## src/rtl/mean3x3_scan_ctrl.sv

```systemverilog
// Raster-scan controller for the 3x3 window fetch block: requests each pixel's window,
// averages the nine returned values and writes the floor mean to the result memory.
module mean3x3_scan_ctrl #(
    parameter int ROW_BITS = 7,
    parameter int COL_BITS = 7,
    parameter int TIMEOUT  = 15
) (
    input  logic                         clk,
    input  logic                         rst_n,
    input  logic                         start,
    output logic                         busy,
    output logic                         done,
    output logic                         err,
    output logic                         win_start,
    output logic [ROW_BITS+COL_BITS-1:0] win_addr,
    input  logic                         win_finish,
    input  logic [7:0]                   win_v_1_1,
    input  logic [7:0]                   win_v_1_2,
    input  logic [7:0]                   win_v_1_3,
    input  logic [7:0]                   win_v_2_1,
    input  logic [7:0]                   win_v_2_2,
    input  logic [7:0]                   win_v_2_3,
    input  logic [7:0]                   win_v_3_1,
    input  logic [7:0]                   win_v_3_2,
    input  logic [7:0]                   win_v_3_3,
    output logic [ROW_BITS+COL_BITS-1:0] res_addr,
    output logic [7:0]                   res_data,
    output logic                         res_we,
    input  logic                         res_ready
);
    localparam int AW = ROW_BITS + COL_BITS;
    localparam int CW = $clog2(TIMEOUT + 1);
    localparam logic [CW-1:0] WCNT_LAST = CW'(TIMEOUT - 1);

    typedef enum logic [2:0] {
        S_IDLE  = 3'd0,
        S_ISSUE = 3'd1,
        S_WAIT  = 3'd2,
        S_WRITE = 3'd3,
        S_FIN   = 3'd4
    } state_t;

    state_t        state_r, state_s;
    logic [AW-1:0] pix_r, pix_s;
    logic [CW-1:0] wcnt_r, wcnt_s;
    logic [11:0]   sum_r, sum_s;
    logic          err_r, err_s;
    logic          busy_r, busy_s;
    logic          done_r, done_s;
    logic          win_start_r, win_start_s;
    logic          res_we_r, res_we_s;
    logic [AW-1:0] win_addr_r, win_addr_s;
    logic [AW-1:0] res_addr_r, res_addr_s;
    logic [7:0]    res_data_r, res_data_s;
    logic [11:0]   win_sum_s;
    logic          pix_last_s;

    // floor(sum/9) via reciprocal multiply; exact for every sum of nine 8-bit values
    function automatic logic [7:0] div9(input logic [11:0] sum);
        return 8'((32'(sum) * 32'd7282) >> 16);
    endfunction

    assign win_sum_s = 12'(win_v_1_1) + 12'(win_v_1_2) + 12'(win_v_1_3)
                     + 12'(win_v_2_1) + 12'(win_v_2_2) + 12'(win_v_2_3)
                     + 12'(win_v_3_1) + 12'(win_v_3_2) + 12'(win_v_3_3);
    assign pix_last_s = (pix_r == {AW{1'b1}});

    // State register
    always_ff @(posedge clk or negedge rst_n) begin
        if (!rst_n) begin
            state_r <= S_IDLE;
        end else begin
            state_r <= state_s;
        end
    end

    // Next-state logic
    always_comb begin
        state_s = state_r;
        case (state_r)
            S_IDLE: begin
                if (start) state_s = S_ISSUE;
                else       state_s = S_IDLE;
            end
            S_ISSUE: state_s = S_WAIT;
            S_WAIT: begin
                if (win_finish)                state_s = S_WRITE;
                else if (wcnt_r == WCNT_LAST)  state_s = S_IDLE;
                else                           state_s = S_WAIT;
            end
            S_WRITE: begin
                if (res_ready && pix_last_s)   state_s = S_FIN;
                else if (res_ready)            state_s = S_ISSUE;
                else                           state_s = S_WRITE;
            end
            S_FIN:   state_s = S_IDLE;
            default: state_s = S_IDLE;
        endcase
    end

    // Datapath next values: pixel counter, wait counter, latched sum, sticky error
    always_comb begin
        pix_s  = pix_r;
        wcnt_s = wcnt_r;
        sum_s  = sum_r;
        err_s  = err_r;
        case (state_r)
            S_IDLE: begin
                if (start) begin
                    pix_s = '0;
                    err_s = 1'b0;
                end else begin
                    pix_s = pix_r;
                end
            end
            S_ISSUE: wcnt_s = '0;
            S_WAIT: begin
                if (win_finish) begin
                    sum_s = win_sum_s;
                end else if (wcnt_r == WCNT_LAST) begin
                    err_s = 1'b1;
                end else begin
                    wcnt_s = wcnt_r + CW'(1);
                end
            end
            S_WRITE: begin
                if (res_ready && !pix_last_s) pix_s = pix_r + AW'(1);
                else                          pix_s = pix_r;
            end
            S_FIN:   pix_s = pix_r;
            default: pix_s = pix_r;
        endcase
    end

    // Output decode from the upcoming state so every output leaves a flop
    always_comb begin
        busy_s      = (state_s == S_ISSUE) || (state_s == S_WAIT) || (state_s == S_WRITE);
        done_s      = (state_s == S_FIN);
        win_start_s = (state_s == S_ISSUE);
        res_we_s    = (state_s == S_WRITE);
        win_addr_s  = '0;
        res_addr_s  = '0;
        res_data_s  = 8'd0;
        if (busy_s) begin
            win_addr_s = pix_s;
        end else begin
            win_addr_s = '0;
        end
        if (res_we_s) begin
            res_addr_s = pix_s;
            res_data_s = div9(sum_s);
        end else begin
            res_addr_s = '0;
            res_data_s = 8'd0;
        end
    end

    // Datapath and output registers
    always_ff @(posedge clk or negedge rst_n) begin
        if (!rst_n) begin
            pix_r       <= '0;
            wcnt_r      <= '0;
            sum_r       <= 12'd0;
            err_r       <= 1'b0;
            busy_r      <= 1'b0;
            done_r      <= 1'b0;
            win_start_r <= 1'b0;
            res_we_r    <= 1'b0;
            win_addr_r  <= '0;
            res_addr_r  <= '0;
            res_data_r  <= 8'd0;
        end else begin
            pix_r       <= pix_s;
            wcnt_r      <= wcnt_s;
            sum_r       <= sum_s;
            err_r       <= err_s;
            busy_r      <= busy_s;
            done_r      <= done_s;
            win_start_r <= win_start_s;
            res_we_r    <= res_we_s;
            win_addr_r  <= win_addr_s;
            res_addr_r  <= res_addr_s;
            res_data_r  <= res_data_s;
        end
    end

    assign busy      = busy_r;
    assign done      = done_r;
    assign err       = err_r;
    assign win_start = win_start_r;
    assign win_addr  = win_addr_r;
    assign res_we    = res_we_r;
    assign res_addr  = res_addr_r;
    assign res_data  = res_data_r;

endmodule

```

## config.mk

```make
export PLATFORM = sky130hd
export DESIGN_NAME = mean3x3_scan_ctrl
export DESIGN_NICKNAME = d
export VERILOG_FILES = /design/src/rtl/mean3x3_scan_ctrl.sv
export SDC_FILE = /design/constraint.sdc
export NUM_CORES = 1
export LEC_CHECK = 0
export CORE_ASPECT_RATIO = 0.6
export CORE_MARGIN = 1
export CORE_UTILIZATION = 25
export CTS_BUF_LIST = sky130_fd_sc_hd__clkbuf_8
export DETAILED_ROUTE_END_ITERATION = 10
export SLEW_MARGIN = 20
export SYNTH_ARGS = -nofsm -noshare
export SYNTH_HDL_FRONTEND = slang
export SYNTH_SLANG_ARGS = --single-unit
```

## constraint.sdc

```tcl
create_clock -name clk -period 7.23 [get_ports clk]
set_input_delay 1.446 -clock clk [delete_from_list [all_inputs] [get_ports clk]]
set_output_delay 1.446 -clock clk [all_outputs]
set_load 0.01 [all_outputs]
```

==> flow_metrics.env, run 1 <==
export IMPL_tightest_slew_ns=0.9670
export IMPL_yosys_register_bits=74
export IMPL_fin_skew_ns=0.01290
export IMPL_antenna_diode_count=0
export IMPL_setup_viol=8
export IMPL_finalNetCount=1182
export IMPL_initial_antenna_violation_count=2
export IMPL_worst_hold_path_class="reg -> reg"
export IMPL_path_class="in -> reg"
export IMPL_place_inst=1288
export IMPL_globalRouteOverflowTotal=0
export IMPL_route_detailed_wl_per_inst_um=13.00
export IMPL_grt_start_max_net_pins=75
export IMPL_ant_nets=0
export IMPL_timing_critical_path_arrival_ns=8.87
export IMPL_port_buffers=117
export IMPL_synth_cell_types=56
export IMPL_violations="setup timing"
export IMPL_sum_neg_setup_slack_ns=-10.28
export IMPL_placementRows=47
export IMPL_syn_instance_count=733
export IMPL_cts_hold_buffers_added=0
export IMPL_final_setup_worst_slack_ns=-1.399
export IMPL_cp_end_kind="register"
export IMPL_critPathLaunchType="input pin"
export IMPL_die_width_um=218.7
export IMPL_syn2layout_area_growth_pct=40.95
export IMPL_die_area_sq_um=28860
export IMPL_initial_utilization=0.2547
export IMPL_wl_um=17060
export IMPL_cts_clk_slew_worst_paths_ns=0.08
export IMPL_drt_pass1_iterations=6
export IMPL_cell_count_final_fillers_out=1312
export IMPL_cts_root_buf="sky130_fd_sc_hd__clkbuf_8"
export IMPL_tcrit_tclk_final=1.194
export IMPL_rsz0062_at_grt="true"
export IMPL_synth_async_reset_ratio=1.000
export IMPL_max_clock_path_buffers=2
export IMPL_cts_htree_levels=3
export IMPL_clock_sinks=74
export IMPL_place_congestion=0.8944
export IMPL_synth_seq_area_share=0.2630
export IMPL_postSynthAreaPerCell_sq_um=9.605
export IMPL_design_core_area_sq_um=27640
export IMPL_critPathRequiredTime_ns=7.47
export IMPL_grt_pass1_wl_um=28460
export IMPL_number_of_primary_i_o_pins=118
export IMPL_crit_top_cell="sky130_fd_sc_hd__fa_1"
export IMPL_fin_hold_viols=0
export IMPL_tritoncts="done"
export IMPL_cpPeakStageDelay_ns=0.52
export IMPL_syn_area_sq_um=7041
export IMPL_globalRouteTotalUtil=0.1238
export IMPL_drt_first_iter_violations=261
export IMPL_fp_dieH_um=132.0
export IMPL_yosys_warnings=0
export IMPL_maxClockFrequency_mhz=115.9
export IMPL_post_dp_hpwl_um=13810
export IMPL_max_cap_viols=0
export IMPL_route_vias_total=5639
export IMPL_worst_slew_margin_rel=0.3554
export IMPL_critical_path_slowest_cell="sky130_fd_sc_hd__fa_1"
export IMPL_net_count_after_synthesis=974
export IMPL_final_core_util=0.3590
export IMPL_min_period_ns=8.629
export IMPL_critical_path_peak_fanout=3
export IMPL_filler_cell_count=2830
export IMPL_clk_latency_ns=0.36
export IMPL_cts_inserted_buffers=9
export IMPL_route_detailed_vias_per_inst=4.298
export IMPL_via_count_of_the_first_global_routing_pass=5699
export IMPL_run_status="complete, but fails checks"
export IMPL_dp_slack_ns=-2.323
export IMPL_synth_enable_flop_cells=0
export IMPL_synth_flop_cell="sky130_fd_sc_hd__dfrtp_1"
export IMPL_timing_max_transition_violations_final=0
export IMPL_detail_route_drc_violations=0
export IMPL_layout_drive_gt1_share=0.2413
routing by layer:
metal | vias to the layer above | global-route usage | part of all wire
met1 | 2771 | 0.1910 | 0.52
met4 | 4 | 0.01389 | 0.0032
met5 | - | 0 | 0.0015
met2 | 87 | 0.1726 | 0.42
met3 | 9 | 0.03599 | 0.057
li1 | 2768 | - | -
layout by cell type, fill, tap and decap left out, drive strengths merged, types with 9 or more instances in the layout:
cell type,netlist,layout
inv,169,170
buf,8,112
fa,83,83
ha,81,81
dfrtp,74,74
clkdlybuf4s50,0,63
nor2,51,51
nand2,48,48
a21oi,32,32
dlygate4sd2,0,27
o21ai,17,17
clkbuf,8,11
nand3,11,11
nor3,10,10
mux2i,10,10
nor3b,9,9
o21a,9,9
kinds of logic (layout without fill, tap and decap cells):
logic type / after synthesis / count (layout) / synth area share
buffers and inverters: 186 / 398 / 0.1018
flip-flops: 74 / 74 / 0.2630
multiplexers: 13 / 13 / 0.01902
AO/OA/AOI/OAI: 100 / 100 / 0.09046
adder cells (fa/ha/maj): 164 / 164 / 0.3800
AND/OR/NAND/NOR: 183 / 183 / 0.1296
XOR/XNOR: 13 / 13 / 0.01617
final timing paths:
kind	startpoint	end	slack (ns)	depth (start not counted)
max	win_v_3_1[4]	res_data[3]	-1.40	30
min	sum_r[2]	sum_r[2]	0.49	2
max reg2reg	state_r[0]	res_data[3]	1.56	23
min reg2reg	sum_r[2]	sum_r[2]	0.49	2
max in group asynchronous	rst_n	sum_r[2]	5.62	1
min in group asynchronous	rst_n	res_addr[0]	1.10	1
area by class of cell:
cell class | instances | area, sq um | share of cell area
sequential | 74 | 1852 | 0.1866
clock inverter | 6 | 90.09 | 0.009078
inverter | 170 | 645.6 | 0.06506
multi-input combinational | 473 | 4923 | 0.4962
timing repair buffer | 213 | 1829 | 0.1843
tap | 367 | 459.2 | 0.04627
clock buffer | 9 | 123.9 | 0.01248
sequential cells by signal (all words and copies together), names as in the netlist:
| register | flops |
|---|---|
| done | 1 |
| pix_r | 14 |
| win_start | 1 |
| win_addr | 14 |
| wcnt_r | 4 |
| sum_r | 12 |
| res_addr | 14 |
| res_we | 1 |
| res_data | 8 |
| err | 1 |
| state_r | 3 |
| busy | 1 |
cell usage after synthesis, drive strengths merged, types with 9 or more instances:
library cell / number / share of area
nor3b: 9 / 0.0096
fa: 83 / 0.24
ha: 81 / 0.14
mux2i: 10 / 0.014
inv: 169 / 0.090
o21ai: 17 / 0.012
o21a: 9 / 0.0098
nand3: 11 / 0.0078
nor3: 10 / 0.0071
nand2: 48 / 0.026
a21oi: 32 / 0.023
dfrtp: 74 / 0.26
nor2: 51 / 0.028
through the flow:
step / hold WS, ns / instance area (sq um)
after global placement: 0.4607 / 9309
after CTS: 0.4930 / 9722
final: 0.4875 / 9923
after floorplan: 0.4407 / 7092
after detailed placement: 0.4707 / 9309
after global routing: 0.5409 / 9923
worst max-delay path: cells and delay by family:
kind,cells,cell delay [ns]
buf+inv,8,0.87
xor+xnor,1,0.19
fa+ha+maj,11,4.55
simple gates,3,0.54
compound gates,7,1.29
repair_timing:
action	in CTS	in global routing
cloned	0	0
setup endpoints to repair	8	8
pin swaps	50	33
buffers inserted	8	5
resized for setup	155	52
Power of run 1 is left out: the tool's default activity adds up to more than one toggle a clock period on the data nets, which glitch-free logic cannot reach.
==> inputs of run 2 (changes only) <==
GPL_TIMING_DRIVEN = 0   (was not set)
==> run 2 against run 1 <==
  * Global-route usage fell by 0.23 points
  * Cell count fell by 4.1%
  * The flow still finishes with violations (setup timing)
  * Wire length rose by 3.0%
  * Clock-buffer cell count rose by 2
  * Via count fell by 2.4%
  * Setup slack got worse by 0.036 ns
  * Non-clock buffer count fell by 55
  * Worst hold slack got worse by 0.0058 ns
==> flow_metrics.env, run 2 (synthesized netlist as in run 1, its figures left out) <==
export IMPL_run_status="complete, but fails checks"
export IMPL_violations="setup timing"
export IMPL_route_detailed_wl_per_inst_um=13.97
export IMPL_rsz0062_at_grt="true"
export IMPL_placementRows=47
export IMPL_ant_nets=0
export IMPL_route_detailed_vias_per_inst=4.374
export IMPL_setup_viol=8
export IMPL_timing_max_transition_violations_final=0
export IMPL_cts_inserted_buffers=9
export IMPL_stdcell_area_sq_um=9565
export IMPL_clk_latency_ns=0.39
export IMPL_layout_drive_gt1_share=0.1975
export IMPL_design_core_area_sq_um=27640
export IMPL_maxClockFrequency_mhz=115.4
export IMPL_globalRouteOverflowTotal=0
export IMPL_fp_dieH_um=132.0
export IMPL_timing_critical_path_arrival_ns=8.92
export IMPL_die_area_sq_um=28860
export IMPL_cts_clk_slew_worst_paths_ns=0.08
export IMPL_initial_antenna_violation_count=0
export IMPL_clock_sinks=74
export IMPL_layout_commonest_cell="sky130_fd_sc_hd__inv_1"
export IMPL_initial_utilization=0.2547
export IMPL_final_core_util=0.3461
export IMPL_dpl_instance_area_sq_um=8747
export IMPL_worst_slew_margin_rel=0.5148
export IMPL_fin_hold_viols=0
export IMPL_tritoncts="done"
export IMPL_critical_path_slowest_cell="sky130_fd_sc_hd__fa_1"
export IMPL_place_congestion=0.8551
export IMPL_fin_skew_ns=0.01759
export IMPL_antenna_diode_count=0
export IMPL_critPathRequiredTime_ns=7.49
export IMPL_place_inst=1218
export IMPL_dp_slack_ns=-2.668
export IMPL_wl_um=17570
export IMPL_route_vias_total=5502
export IMPL_worst_hold_path_class="reg -> reg"
export IMPL_die_width_um=218.7
export IMPL_grt_pass1_wl_um=27590
export IMPL_final_setup_worst_slack_ns=-1.435
export IMPL_max_clock_path_buffers=2
export IMPL_cp_end_kind="register"
export IMPL_cpPeakStageDelay_ns=0.56
export IMPL_finalNetCount=1127
export IMPL_grt_start_max_net_pins=45
export IMPL_detail_route_drc_violations=0
export IMPL_drt_first_iter_violations=358
export IMPL_min_period_ns=8.665
export IMPL_cts_htree_levels=3
export IMPL_drt_pass1_iterations=4
export IMPL_post_dp_hpwl_um=13820
export IMPL_critPathLaunchType="input pin"
export IMPL_path_class="in -> reg"
export IMPL_final_cell_mix="145 x sky130_fd_sc_hd__inv_1, 74 x sky130_fd_sc_hd__dfrtp_1, 73 x sky130_fd_sc_hd__fa_1, 71 x sky130_fd_sc_hd__clkdlybuf4s50_1, 61 x sky130_fd_sc_hd__ha_1"
export IMPL_cts_root_buf="sky130_fd_sc_hd__clkbuf_8"
export IMPL_number_of_primary_i_o_pins=118
export IMPL_tightest_slew_ns=0.7279
export IMPL_tcrit_tclk_final=1.199
export IMPL_cell_count_final_fillers_out=1258
export IMPL_crit_top_cell="sky130_fd_sc_hd__fa_1"
export IMPL_syn2layout_area_growth_pct=35.86
export IMPL_globalRouteTotalUtil=0.1215
export IMPL_max_cap_viols=0
export IMPL_via_count_of_the_first_global_routing_pass=5403
export IMPL_critical_path_peak_fanout=3
export IMPL_port_buffers=117
run 2: metal layers:
layer / wire length (um) / part of all wire / global-route usage
met4: 106 / 0.0060 / 0.02199
met2: 7341 / 0.42 / 0.1616
met1: 8944 / 0.51 / 0.1890
met5: 0 / 0 / 0
met3: 1175 / 0.067 / 0.03829
run 2: layout make-up:
| class | count | area (sq um) |
|---|---|---|
| Inverter | 170 | 645.6 |
| Multi-Input combinational cell | 473 | 5017 |
| Clock buffer | 11 | 151.4 |
| Tap cell | 367 | 459.2 |
| Timing Repair Buffer | 143 | 1328 |
| Sequential cell | 74 | 1852 |
| Clock inverter | 5 | 37.54 |
| Buffer | 15 | 75.07 |
| Fill cell | 2797 | 18070 |
run 2: worst paths after layout:
path                              start           to  slack, ns  depth (start not counted)
max                        win_v_3_3[2]  res_data[3]      -1.44                         31
min                            sum_r[2]     sum_r[2]       0.48                          2
max reg2reg                  state_r[2]  res_data[3]       1.15                         24
min reg2reg                    sum_r[2]     sum_r[2]       0.48                          2
max in group asynchronous         rst_n     sum_r[1]       5.67                          2
min in group asynchronous         rst_n  res_addr[1]       0.98                          1
run 2: through the flow:
stage,TNS (ns),hold WS (ns)
floorplan,-10.62,0.4407
global placement,-19.55,0.4579
detailed placement,-20.03,0.4670
CTS,-11.93,0.4862
global route,-12.26,0.5074
finish,-10.61,0.4817
run 2: timing repair:
item / CTS / global route
hold buffers: 0 / 0
pin swaps: 64 / 70
setup buffers: 17 / 9
endpoints found under the setup margin: 8 / 8
gates resized for setup: 141 / 74
run 2: critical path: cells and delay by family:
kind	cells	cell delay, ns
xor gates and xnor gates	1	0.22
AOI/OAI and AO/OA	8	1.54
buffers and inverters	8	0.45
adders and majority gates	11	4.68
and+or+nand+nor	3	0.54
Power of run 2 is left out for the same reason.
